`config.mk`:
```
export PLATFORM = sky130hd
export DESIGN_NAME = fc_layer_controller
export DESIGN_NICKNAME = d
export VERILOG_FILES = /design/src/rtl/fc_pkg.sv /design/src/rtl/fc_layer_controller.sv
export SDC_FILE = /design/constraint.sdc
export NUM_CORES = 1
export LEC_CHECK = 0
export CORE_MARGIN = 10
export CORE_UTILIZATION = 50
export CTS_CLUSTER_DIAMETER = 60
export DETAILED_ROUTE_END_ITERATION = 10
export PLACE_DENSITY_LB_ADDON = 0.08
export RECOVER_POWER = 50
export SYNTH_ARGS = -nofsm -noshare
export SYNTH_HDL_FRONTEND = slang
export SYNTH_SLANG_ARGS = --single-unit
```
`constraint.sdc`:
```
create_clock -name clk -period 3.2 [get_ports clk]
set_clock_uncertainty 0.15 [all_clocks]
set_input_delay 0.32 -clock clk [delete_from_list [all_inputs] [get_ports clk]]
set_output_delay 0.32 -clock clk [all_outputs]
set_load 0.005 [all_outputs]
```
`src/rtl/fc_pkg.sv`:
```
// Shared state encoding and elaboration-time helpers for the FC layer controller.
package fc_pkg;

  typedef enum logic [2:0] {
    IDLE  = 3'd0,
    CLEAR = 3'd1,
    FETCH = 3'd2,
    DRAIN = 3'd3,
    DONE  = 3'd4
  } fc_state_t;

  // Bits needed to hold value-1; never below 1 so degenerate params still give legal vectors.
  function automatic int clog2(input int value);
    int r;
    int v;
    r = 0;
    v = value - 1;
    while (v > 0) begin
      r++;
      v = v >> 1;
    end
    return (r < 1) ? 1 : r;
  endfunction

endpackage

```
`src/rtl/fc_layer_controller.sv`:
```
// Sequences one FC layer: clear PEs, stream in_len element reads, drain PE pipeline, pulse done.
// Latency: in_len + PE_LATENCY + 3 cycles from accepted start to done with no stalls.
// Backpressure: feed_stall holds the read index and suppresses rd_en; start is ignored while busy.
module fc_layer_controller
  import fc_pkg::*;
#(
  parameter int DATA_WIDTH     = 32,
  parameter int PARALLEL_FC_PE = 32,
  parameter int MAX_IN_LEN     = 1024,
  parameter int PE_LATENCY     = 4,
  localparam int AW            = clog2(MAX_IN_LEN + 1)
) (
  input  logic          clk,
  input  logic          reset,
  input  logic          start,
  input  logic [AW-1:0] in_len,
  input  logic          feed_stall,
  output logic          rd_en,
  output logic [AW-1:0] rd_addr,
  output logic          pe_clear,
  output logic          start_FC,
  output logic          busy,
  output logic          done
);

  localparam int DW = clog2(PE_LATENCY + 1);

  if (DATA_WIDTH < 1 || PARALLEL_FC_PE < 1 || MAX_IN_LEN < 1 || PE_LATENCY < 0) begin : g_bad_params
    $error("fc_layer_controller: invalid parameter set");
  end

  fc_state_t     state;
  fc_state_t     state_nxt;
  logic [AW-1:0] len_q;
  logic [AW-1:0] idx_q;
  logic [DW-1:0] drain_cnt;
  logic          last_idx;

  assign last_idx = (idx_q == len_q - AW'(1));

  always_ff @(posedge clk or posedge reset) begin
    if (reset) begin
      state <= IDLE;
    end else begin
      state <= state_nxt;
    end
  end

  always_comb begin
    state_nxt = state;
    pe_clear  = 1'b0;
    rd_en     = 1'b0;
    rd_addr   = '0;
    busy      = (state != IDLE);
    done      = 1'b0;
    case (state)
      IDLE: begin
        if (start) state_nxt = CLEAR;
      end
      CLEAR: begin
        pe_clear  = 1'b1;
        state_nxt = (len_q == '0) ? DRAIN : FETCH;
      end
      FETCH: begin
        if (!feed_stall) begin
          rd_en   = 1'b1;
          rd_addr = idx_q;
          if (last_idx) state_nxt = DRAIN;
        end
      end
      DRAIN: begin
        // Counting from entry covers the final start_FC plus the PE pipeline.
        if (drain_cnt == DW'(PE_LATENCY)) state_nxt = DONE;
      end
      DONE: begin
        done      = 1'b1;
        state_nxt = IDLE;
      end
      default: state_nxt = IDLE;
    endcase
  end

  always_ff @(posedge clk or posedge reset) begin
    if (reset) begin
      len_q     <= '0;
      idx_q     <= '0;
      drain_cnt <= '0;
      start_FC  <= 1'b0;
    end else begin
      // Read data returns one cycle after rd_en, so the accumulate enable trails it by one.
      start_FC <= rd_en;
      if (state == IDLE && start) begin
        len_q <= (in_len > AW'(MAX_IN_LEN)) ? AW'(MAX_IN_LEN) : in_len;
      end
      if (state == CLEAR) begin
        idx_q <= '0;
      end else if (rd_en) begin
        idx_q <= idx_q + AW'(1);
      end
      if (state == DRAIN) begin
        drain_cnt <= drain_cnt + DW'(1);
      end else begin
        drain_cnt <= '0;
      end
    end
  end

endmodule

```
Word level (Yosys, flattened, before mapping)
Index checks and enable logic that the tools add are counted.
{"block": "classes", "addsub": 3, "order_cmp": 1, "eq_ne": 10, "muxes": 16, "n_reduce_logical": 6}
{"operator": "two-way mux 11 bit", "n": 5}
{"operator": "two-way mux 3 bit", "n": 5}
{"operator": "one-hot mux 3 bit (4 select lines)", "n": 1}
{"operator": "adder 11 x 1 -> 11 bit, second input constant", "n": 1}
{"operator": "equality test 11 bit", "n": 1}
{"operator": "greater-than comparator 11 bit, second input constant", "n": 1}
{"operator": "zero test 11 bit", "n": 1}
{"operator": "subtractor 11 x 1 -> 11 bit, second input constant", "n": 1}
{"operator": "inequality test 2 bit, second input constant", "n": 4}
{"operator": "equality test 3 x 2 -> 1 bit, second input constant", "n": 2}
{"operator": "equality test 3 bit, second input constant", "n": 2}
{"operator": "two-way mux 1 bit", "n": 5}
{"operator": "AND reduction 4 bit", "n": 1}
{"operator": "adder 3 x 1 -> 3 bit, second input constant", "n": 1}
{"operator": "equality test 3 x 1 -> 1 bit, second input constant", "n": 1}
{"operator": "zero test 3 bit", "n": 1}
{"operator": "nonzero test 3 bit", "n": 1}
{"operator": "nonzero test 2 bit", "n": 1}
{"operator": "logical AND 1 bit", "n": 1}
{"block": "word_totals", "register_bits": 29, "inputBits": 15, "elab_cells": 41}

Logic depth before layout (Yosys ltp)
Gate-level depths: netlist (run 1).
{"block": "depth", "ltp_word": 5, "ltp_mapped": 7, "ltp_nobuf": 7}

Worst setup path after synthesis (run 1)
No wires, ideal clock.
{"block": "synth_path", "kind": "reg-to-reg", "from": "register len_q[0]", "to": "register state[0]", "t_arrival_ns": 1.600, "required_ns": 2.930, "slack_ns": 1.330, "stages_incl_launch_ff": 8, "synth_period_minus_slack_ns": 1.870, "path_cell_list": "dfrtp_1 -> inv_1 -> ha_1 -> nor4b_1 -> a211oi_1 -> a41oi_1 -> a21oi_1 -> a31o_2"}
{"block": "synth_via", "elab_chain_cells": 4, "elab_cells_between_ends": 7, "cone_classes": "add/sub: 1; eq/ne: 2; mux: 2; reduce/logical: 2"}
{"item": "start: declaration", "line": "fc_layer_controller.sv:34", "text": "logic [AW-1:0] len_q;"}
{"item": "start signal: assignment", "line": "fc_layer_controller.sv:93", "text": "len_q <= (in_len > AW'(MAX_IN_LEN)) ? AW'(MAX_IN_LEN) : in_len;"}
{"item": "subtractor 11 x 1 -> 11 bit", "line": "fc_layer_controller.sv:39", "text": "assign last_idx = (idx_q == len_q - AW'(1));"}
{"item": "equality test 11 bit", "line": "fc_layer_controller.sv:39"}
{"item": "inequality test 2 bit (no source line)"}
{"item": "AND reduction 4 bit (no source line)"}
{"item": "end signal: assignment", "line": "fc_layer_controller.sv:45", "text": "state <= state_nxt;"}
{"item": "end: declaration", "line": "fc_layer_controller.sv:32", "text": "fc_state_t state;"}
Several ways; a longest one is shown, not always the timed one.
A chain may end at the register's enable or synchronous reset.

Worst setup path in the final report (run 1)
{"block": "layout_path", "from": "register state[0]", "to": "output port rd_addr[2]"}
{"block": "layout_via", "elab_chain_cells": 2}
{"item": "equality test 3 x 2 -> 1 bit", "line": "fc_layer_controller.sv:56", "text": "case (state)"}
{"item": "two-way mux 11 bit", "line": "fc_layer_controller.sv:56"}
{"item": "end: declaration", "line": "fc_layer_controller.sv:19", "text": "output logic [AW-1:0] rd_addr,"}
Every way passes these cells.

==> impl_metrics.json, run 1 <==
{
  "status": "finished, violations left",
  "failed_checks": "max-capacitance violations, max-slew violations",
  "cts_max_level": 2,
  "grt_antenna_before_repair": 0,
  "synth_seq_area_share_pct": 41.4,
  "drive_gt1_share_pct": 6.70,
  "synth_top_area_share_pct": 41.4,
  "pwr-share-seq_pct": 40.4,
  "grt_overflow": 0,
  "synth_area_um2": 1750,
  "dp.cells": 262,
  "gp_congestion": 0.885,
  "fillers": 314,
  "cts_buffers": 5,
  "cts_buffer_depth": 2,
  "num_rows": 21,
  "ys_top_cells_by_area": "dfrtp_1, xor2_1, nand2_1, and2_1, ha_1",
  "utilization_pct": 64.0,
  "arrival_ns": 2.08,
  "ant_nets": 0,
  "synthToLayoutAreaGrowth_pct": 22.8,
  "cts_resized": 0,
  "p_sw_share_pct": 39.8,
  "dpl.hpwl_um": 3090,
  "syn_inst": 189,
  "cts_setup_buffers": 0,
  "hold_path.class": "flop to flop",
  "drtIter0Drc": 71,
  "crit_required_ns": 2.73,
  "diodes": 0,
  "synth_area_per_cell_um2": 9.27,
  "p_clk_share_pct": 16.2,
  "ios": 31,
  "cap_violations": 1,
  "hold_buffers": 0,
  "finalCriticalPeriod_ns": 2.55,
  "power_density_nw_per_um2": 735,
  "drc": 0,
  "track_usage_pct": 13.4,
  "critPathMaxFanout": 17,
  "rsz0062_at_grt": "no",
  "r2r_slack_ns": 0.99,
  "die_x_um": 79.2,
  "critPathLaunchType": "flop",
  "core_um2": 3360,
  "cpPeakStageDelay_ns": 0.50,
  "cp_slowest_cell": "clkdlybuf4s50_1",
  "yosys.area.top_type": "dfrtp_1",
  "max_freq_mhz": 392,
  "fin_crit_sh_pct": 79.7,
  "report.final.slew_viol_count": 30,
  "clkSinkCount": 29,
  "pwr-share-comb_pct": 43.4,
  "die_y_um": 79.2,
  "via_per_inst": 5.41,
  "relSlewSlack_pct": -6.46,
  "ys_types": 40,
  "p_int_uw": 952,
  "cts_tree": "done",
  "clk_latency_ns": 0.33,
  "worst_pin_slew_ns": 1.60,
  "wl_per_cell_um": 14.8,
  "finalHoldViolations": 0,
  "grt_max_degree": 30,
  "drt_first_pass_iters": 4,
  "finalSetupTns_ns": 0,
  "cts_root_buffer": "clkbuf_4",
  "power_switching_uw": 629,
  "wirelength_um": 4000,
  "layoutNonFillerInstCount": 270,
  "synth_nets": 209,
  "initial_utilization_pct": 52.1,
  "design.die.area_um2": 6270,
  "vias": 1461,
  "p_leak_nw": 0.940,
  "finalSetupViolCount": 0,
  "irDropWorstVdd_uv": 435,
  "cts.clk_slew.worst_paths_ns": 0.09,
  "end_kind": "primary output",
  "crit_type": "flop to primary output",
  "synth-seq-cells": 29,
  "yosysWarnings": 0,
  "layout_common_cells": "dfrtp_1, clkdlybuf4s50_1, nand2_1",
  "grt_pass1_vias": 1496,
  "portBuffers": 30,
  "grt_pass1_wl_um": 6880,
  "layout.nets": 243,
  "path_cells": "nor4b_1 > buf_4 > and2_4 > clkdlybuf4s50_1"
}
-- power by group through the flow --
| stage | clock network, mW | registers [mW] | logic, mW |
|---|---|---|---|
| 5_1_grt | 0.281 | 0.660 | 0.769 |
| 2_1_floorplan | 0 | 0.576 | 0.561 |
| 6_report | 0.256 | 0.639 | 0.686 |
| 3_5_place_dp | 0 | 0.649 | 0.696 |
| 4_1_cts | 0.264 | 0.641 | 0.701 |
| 3_3_place_gp | 0 | 0.642 | 0.666 |
-- sequential cells by signal (all words and copies together) (netlist names) --
register   flops
idx_q         11
start_FC       1
len_q         11
state          3
drain_cnt      3
-- per-layer routing --
layer | GRT usage [%] | part of all wire, % | vias up
met5 | 0 | 0 | -
met1 | 14.1 | 43 | 691
met4 | 5.56 | 2.0 | 0
li1 | - | - | 734
met3 | 4.73 | 5.0 | 8
met2 | 23.7 | 50 | 28
-- worst max-delay path: cells and delay by family, from the launching register on --
family | cells | cell delay, ns
flops | 1 | 0.47
simple gates | 2 | 0.52
buf+inv | 2 | 0.75
-- cells by family (layout without fill, tap and decap cells) --
| family | count (synthesis) | after routing | synth area share, % |
|---|---|---|---|
| AO/OA/AOI/OAI | 33 | 33 | 11.8 |
| multiplexers | 2 | 2 | 1.21 |
| XOR/XNOR | 22 | 22 | 11.0 |
| adder cells (fa/ha/maj) | 5 | 5 | 3.57 |
| buffers and inverters | 13 | 48 | 3.36 |
| flip-flops | 29 | 29 | 41.4 |
| AND/OR/NAND/NOR | 85 | 85 | 27.6 |
-- cell type report --
cell class	instances	area [um^2]	area share [%]
multi-input combinational	147	952	44.3
timing repair buffer	33	319	14.8
inverter	7	26.3	1.22
clock inverter	1	5.00	0.233
sequential	29	726	33.7
clock buffer	7	65.1	3.03
tap	46	57.6	2.68
-- metrics by stage --
stage | instance area (um^2) | hold slack (ns) | power (mW) | setup slack, ns
final | 2150 | 0.310 | 1.58 | 0.649
after global routing | 2150 | 0.338 | 1.71 | 0.525
after CTS | 2170 | 0.214 | 1.61 | 0.651
after detailed placement | 2100 | 0.298 | 1.34 | 0.761
after global placement | 2100 | 0.295 | 1.31 | 0.786
after floorplan | 1750 | 0.248 | 1.14 | 1.33
-- worst paths after layout --
check | from | to | cells past startpoint
worst min-delay path | drain_cnt[0] | drain_cnt[0] | 1
max in group asynchronous | reset | drain_cnt[1] | 3
worst min register to register | drain_cnt[0] | drain_cnt[0] | 1
min in group asynchronous | reset | idx_q[4] | 3
worst max register to register | len_q[0] | state[0] | 7
worst max-delay path | state[0] | rd_addr[2] | 4
-- synth_stat cells (all sizes together) --
cell and count:
clkbuf 4, ha 5, a211oi 3, mux2 1
and2 11, xnor2 7, inv 7, o31ai 1
a31o 1, dfrtp 29, xor2 15, a22o 3
nand4 3, a31oi 1, o21a 1, nor3b 2
a22oi 1, nor4b 2, nor3 5, nand2 19
o21ai 12, nor2b 1, nand2b 9, and3 5
buf 2, or3 3, a21oi 7, and3b 1
mux2i 1, nor2 13, nor4 5, a41oi 2
nand3 6, o21bai 1
Power figures use the tool's default switching activity.
==> run 2, diff against run 1 <==
==> constraint.sdc (replaced) <==
create_clock -name clk -period 2.49 [get_ports clk]
set_clock_uncertainty 0.15 [all_clocks]
set_input_delay 0.249 -clock clk [delete_from_list [all_inputs] [get_ports clk]]
set_output_delay 0.249 -clock clk [all_outputs]
set_load 0.005 [all_outputs]
==> run 2 against run 1 <==
Sequential share of layout area fell by 0.25 points; combinational power rose by 31%; critical path type unchanged; worst hold slack got worse by 0.0024 ns; clock-buffer cell count did not move; die area did not move; sequential cell count did not move; the run still ends with max-capacitance violations, max-slew violations left.
==> impl_metrics.json, run 2 (synthesis results as in run 1) <==
{
  "setup_slack_ns": 0.113,
  "drtIter0Drc": 71,
  "power_switching_uw": 812,
  "fillers": 308,
  "rsz0062_at_grt": "no",
  "layoutNonFillerInstCount": 270,
  "max_freq_mhz": 421,
  "drc": 0,
  "utilization_pct": 64.5,
  "report.final.slew_viol_count": 30,
  "final_common_cell": "clkdlybuf4s50_1",
  "dpl.hpwl_um": 2960,
  "finalSetupViolCount": 0,
  "hold_path.class": "flop to flop",
  "relSlewSlack_pct": -1.63,
  "ios": 31,
  "critPathLaunchType": "flop",
  "multi_input_area_um2": 967,
  "status": "finished, violations left",
  "p_clk_share_pct": 16.1,
  "drt_first_pass_iters": 4,
  "top_regs": "idx_q (11), len_q (11)",
  "drive_gt1_share_pct": 7.59,
  "crit_type": "flop to primary output",
  "crit_required_ns": 2.09,
  "failed_checks": "max-capacitance violations, max-slew violations",
  "die_y_um": 79.2,
  "gp_congestion": 0.881,
  "cts_buffer_depth": 2,
  "p_sw_share_pct": 39.6,
  "design.die.area_um2": 6270,
  "clkSinkCount": 29,
  "grt_pass1_wl_um": 6370,
  "p_leak_nw": 0.951,
  "grt_max_degree": 30,
  "worst_pin_slew_ns": 1.52,
  "finalHoldViolations": 0,
  "vias": 1470,
  "pwr-share-comb_pct": 43.7,
  "core_um2": 3360,
  "diodes": 0,
  "via_per_inst": 5.44,
  "arrival_ns": 1.98,
  "layout_common_cells": "clkdlybuf4s50_1, dfrtp_1, nand2_1",
  "wl_per_cell_um": 14.2,
  "track_usage_pct": 12.5,
  "fin_crit_sh_pct": 95.4,
  "place_ws_ns": 0.214,
  "grt_overflow": 0,
  "grt_pass1_vias": 1451,
  "cap_violations": 1,
  "finalSetupTns_ns": 0,
  "synthToLayoutAreaGrowth_pct": 23.9,
  "die_x_um": 79.2,
  "total_power_mw": 2.05,
  "dp.cells": 262,
  "hold_buffers": 0,
  "wirelength_um": 3850,
  "cts_max_level": 2,
  "initial_utilization_pct": 52.1,
  "cts_buffers": 5,
  "layout.nets": 243,
  "cts_root_buffer": "clkbuf_4",
  "clk_latency_ns": 0.33,
  "seq_area_um2": 727,
  "end_kind": "primary output",
  "critPathMaxFanout": 17,
  "grt_antenna_before_repair": 0,
  "num_rows": 21,
  "cts.clk_slew.worst_paths_ns": 0.09,
  "p_int_mw": 1.24,
  "finalCriticalPeriod_ns": 2.38,
  "portBuffers": 30,
  "ant_nets": 0,
  "power_density_nw_per_um2": 944,
  "pwr-share-seq_pct": 40.2,
  "cts_tree": "done",
  "irDropWorstVdd_uv": 580
}
==> run 2: path summary, 6_finish.rpt <==
| path | end | depth (start not counted) | start | slack (ns) |
|---|---|---|---|---|
| setup / recovery | rd_addr[2] | 4 | state[0] | 0.11 |
| hold / removal | drain_cnt[0] | 1 | drain_cnt[0] | 0.31 |
| setup reg to reg | state[0] | 7 | len_q[0] | 0.37 |
| hold reg to reg | drain_cnt[0] | 1 | drain_cnt[0] | 0.31 |
| max in group asynchronous | state[0] | 3 | reset | 0.48 |
| min in group asynchronous | idx_q[7] | 3 | reset | 0.72 |
==> run 2: power groups by stage <==
stage | Clock (mW) | Combinational (mW) | Sequential, mW
finish | 0.330 | 0.896 | 0.823
global route | 0.362 | 1.01 | 0.852
CTS | 0.339 | 0.897 | 0.821
detailed placement | 0 | 0.890 | 0.831
global placement | 0 | 0.856 | 0.823
floorplan | 0 | 0.721 | 0.740
==> run 2: repair_timing <==
action / 4_1_cts / 5_1_grt
setup endpoints to repair: 0 / 11
gates resized for setup: 0 / 2
setup buffers: 0 / 0
==> run 2: area by class of cell <==
type | count | share of cell area (%)
well taps | 46 | 2.65
clock inverters | 1 | 0.231
repair buffers | 33 | 14.9
multi-input cells | 147 | 44.6
inverters | 7 | 1.21
clock buffers | 7 | 3.00
flip-flops and latches | 29 | 33.5
==> run 2: per-layer routing <==
layer  share of wire [%]  wire length (um)  vias to the layer above  track usage (%)
li1                    -                 -                      725                -
met2                  50              1920                       34             22.0
met5                   0                 0                        -                0
met3                 5.6               217                        4             4.73
met1                  43              1670                      707             13.4
met4                 1.1                42                        0             3.76
==> run 2: stage by stage <==
stage	instance area [um^2]	hold WS, ns
final	2170	0.308
after global routing	2170	0.332
after global placement	2100	0.295
after detailed placement	2100	0.299
after CTS	2170	0.144
after floorplan	1750	0.177
==> run 2: critical path, stage by stage (launching register included) <==
cell and delay [ns]:
dfrtp_2 0.49, nor4b_4 0.30, buf_6 0.19, and2_4 0.17
clkdlybuf4s50_1 0.50
==> run 3, diff against run 2 <==
--- a/config.mk
+++ b/config.mk
@@ -5,8 +5,10 @@
 export SDC_FILE = /design/constraint.sdc
 export NUM_CORES = 1
 export LEC_CHECK = 0
+export CORE_ASPECT_RATIO = 1.1
 export CORE_MARGIN = 10
 export CORE_UTILIZATION = 50
+export CTS_BUF_LIST = sky130_fd_sc_hd__clkbuf_16
 export CTS_CLUSTER_DIAMETER = 60
 export DETAILED_ROUTE_END_ITERATION = 10
 export PLACE_DENSITY_LB_ADDON = 0.08
==> run 3 against run 2 <==
The run still ends with max-capacitance violations, max-slew violations left; sequential cell count did not move; core utilization grew 2.0 points; critical endpoint unchanged; total power rose by 11%; design area rose by 3.0%; first-iteration DRC count shrank 7.0%; die area about the same; critical path type unchanged; critical path depth did not move; wire length grew 2.6%; largest power group unchanged; final cell count increased by 0.74%; maximum frequency up 0.98%; clock power grew 68%; worst hold slack worse by 0.0082 ns.
==> impl_metrics.json, run 3 (synthesis results as in run 1) <==
{
  "synthToLayoutAreaGrowth_pct": 27.6,
  "critPathMaxFanout": 17,
  "finalSetupTns_ns": 0,
  "drt_first_pass_iters": 4,
  "relSlewSlack_pct": -3.86,
  "end_kind": "primary output",
  "report.final.slew_viol_count": 30,
  "grt_pass1_vias": 1488,
  "track_usage_pct": 13.8,
  "grt_overflow": 0,
  "hold_ws_ns": 0.300,
  "fin_crit_sh_pct": 94.5,
  "wl_per_cell_um": 14.5,
  "grt_max_degree": 30,
  "finalHoldViolations": 0,
  "diodes": 0,
  "irDropWorstVdd_uv": 549,
  "status": "finished, violations left",
  "cts_resized": 0,
  "gp_congestion": 0.793,
  "clkSinkCount": 29,
  "worst_pin_slew_ns": 1.56,
  "top_regs": "idx_q (11), len_q (11)",
  "cts_buffers": 5,
  "critPathLaunchType": "flop",
  "drive_gt1_share_pct": 6.25,
  "core_um2": 3360,
  "hold_path.class": "flop to flop",
  "dpl.hpwl_um": 2980,
  "hold_buffers": 0,
  "finalInstanceArea_um2": 2240,
  "cts.clk_slew.worst_paths_ns": 0.05,
  "path_cells": "nor4b_4 > buf_4 > and2_4 > clkdlybuf4s50_1",
  "cpPeakStageDelay_ns": 0.50,
  "cp_top_family": "buffers and inverters",
  "max_freq_mhz": 425,
  "crit_type": "flop to primary output",
  "layout.nets": 243,
  "die_y_um": 82.1,
  "cts_buffer_depth": 2,
  "cp_slowest_cell": "clkdlybuf4s50_1",
  "ant_nets": 0,
  "finalCriticalPeriod_ns": 2.35,
  "arrival_ns": 1.95,
  "portBuffers": 30,
  "via_per_inst": 5.32,
  "crit_required_ns": 2.09,
  "finalSetupViolCount": 0,
  "cts_root_buffer": "clkbuf_16",
  "place_area_um2": 2100,
  "cap_violations": 1,
  "cts_setup_buffers": 0,
  "p_leak_nw": 0.980,
  "final_common_cell": "dfrtp_1",
  "drc": 0,
  "cts_max_level": 2,
  "die_x_um": 76.4,
  "vias": 1446,
  "initial_utilization_pct": 52.2,
  "rsz0062_at_grt": "no",
  "ios": 31,
  "clk_latency_ns": 0.27,
  "grt_antenna_before_repair": 0,
  "drtIter0Drc": 66,
  "utilization_pct": 66.6,
  "num_rows": 22,
  "path_buf_inv": 2,
  "design.die.area_um2": 6270,
  "wirelength_um": 3950,
  "power_density_nw_per_um2": 1020,
  "layout_common_cells": "dfrtp_1, clkdlybuf4s50_1, nand2_1",
  "cts_tree": "done",
  "failed_checks": "max-capacitance violations, max-slew violations",
  "grt_pass1_wl_um": 7020
}
[run 3: layout make-up]
type                            instances  area (um^2)
Fill cell                             292         1120
Inverter                                7         26.3
Tap cell                               48         60.1
Clock buffer                            5          125
Timing Repair Buffer                   33          319
Multi-Input combinational cell        147          967
Sequential cell                        29          726
Clock inverter                          3         12.5
[run 3: where the power goes]
| group | internal (mW) | leakage [nW] | switching [mW] |
|---|---|---|---|
| Sequential | 0.609 | 0.378 | 0.220 |
| Clock | 0.360 | 0.0687 | 0.197 |
| Combinational | 0.461 | 0.534 | 0.425 |
[run 3: stage by stage]
stage          setup slack, ns  total power [mW]  std cells
2_1_floorplan            0.620              1.46        189
3_3_place_gp             0.224              1.68        264
3_5_place_dp             0.218              1.73        264
4_1_cts                  0.115              2.29        272
5_1_grt                 0.0381              2.47        272
6_report                 0.136              2.27        272
[run 3: worst paths after layout]
path / start / to / slack, ns / cells after the start
worst max-delay path: state[0] / rd_addr[2] / 0.14 / 4
worst min-delay path: drain_cnt[0] / drain_cnt[0] / 0.30 / 1
worst max register to register: len_q[0] / state[0] / 0.41 / 7
worst min register to register: drain_cnt[0] / drain_cnt[0] / 0.30 / 1
max in group asynchronous: reset / drain_cnt[0] / 0.47 / 3
min in group asynchronous: reset / start_FC / 0.81 / 3
[run 3: worst register-to-register path: stages (launching register included)]
cell	delay (ns)
dfrtp_1	0.43
inv_1	0.12
ha_1	0.27
nor4b_1	0.35
a211oi_1	0.13
a41oi_1	0.19
a21oi_1	0.08
a31o_2	0.25
[run 3: routing by layer]
metal | vias up | wire length, um | GRT usage, %
li1 | 728 | - | -
met1 | 682 | 1730 | 14.9
met2 | 28 | 2010 | 25.2
met3 | 8 | 155 | 4.37
met4 | 0 | 55 | 5.20
met5 | - | 0 | 0
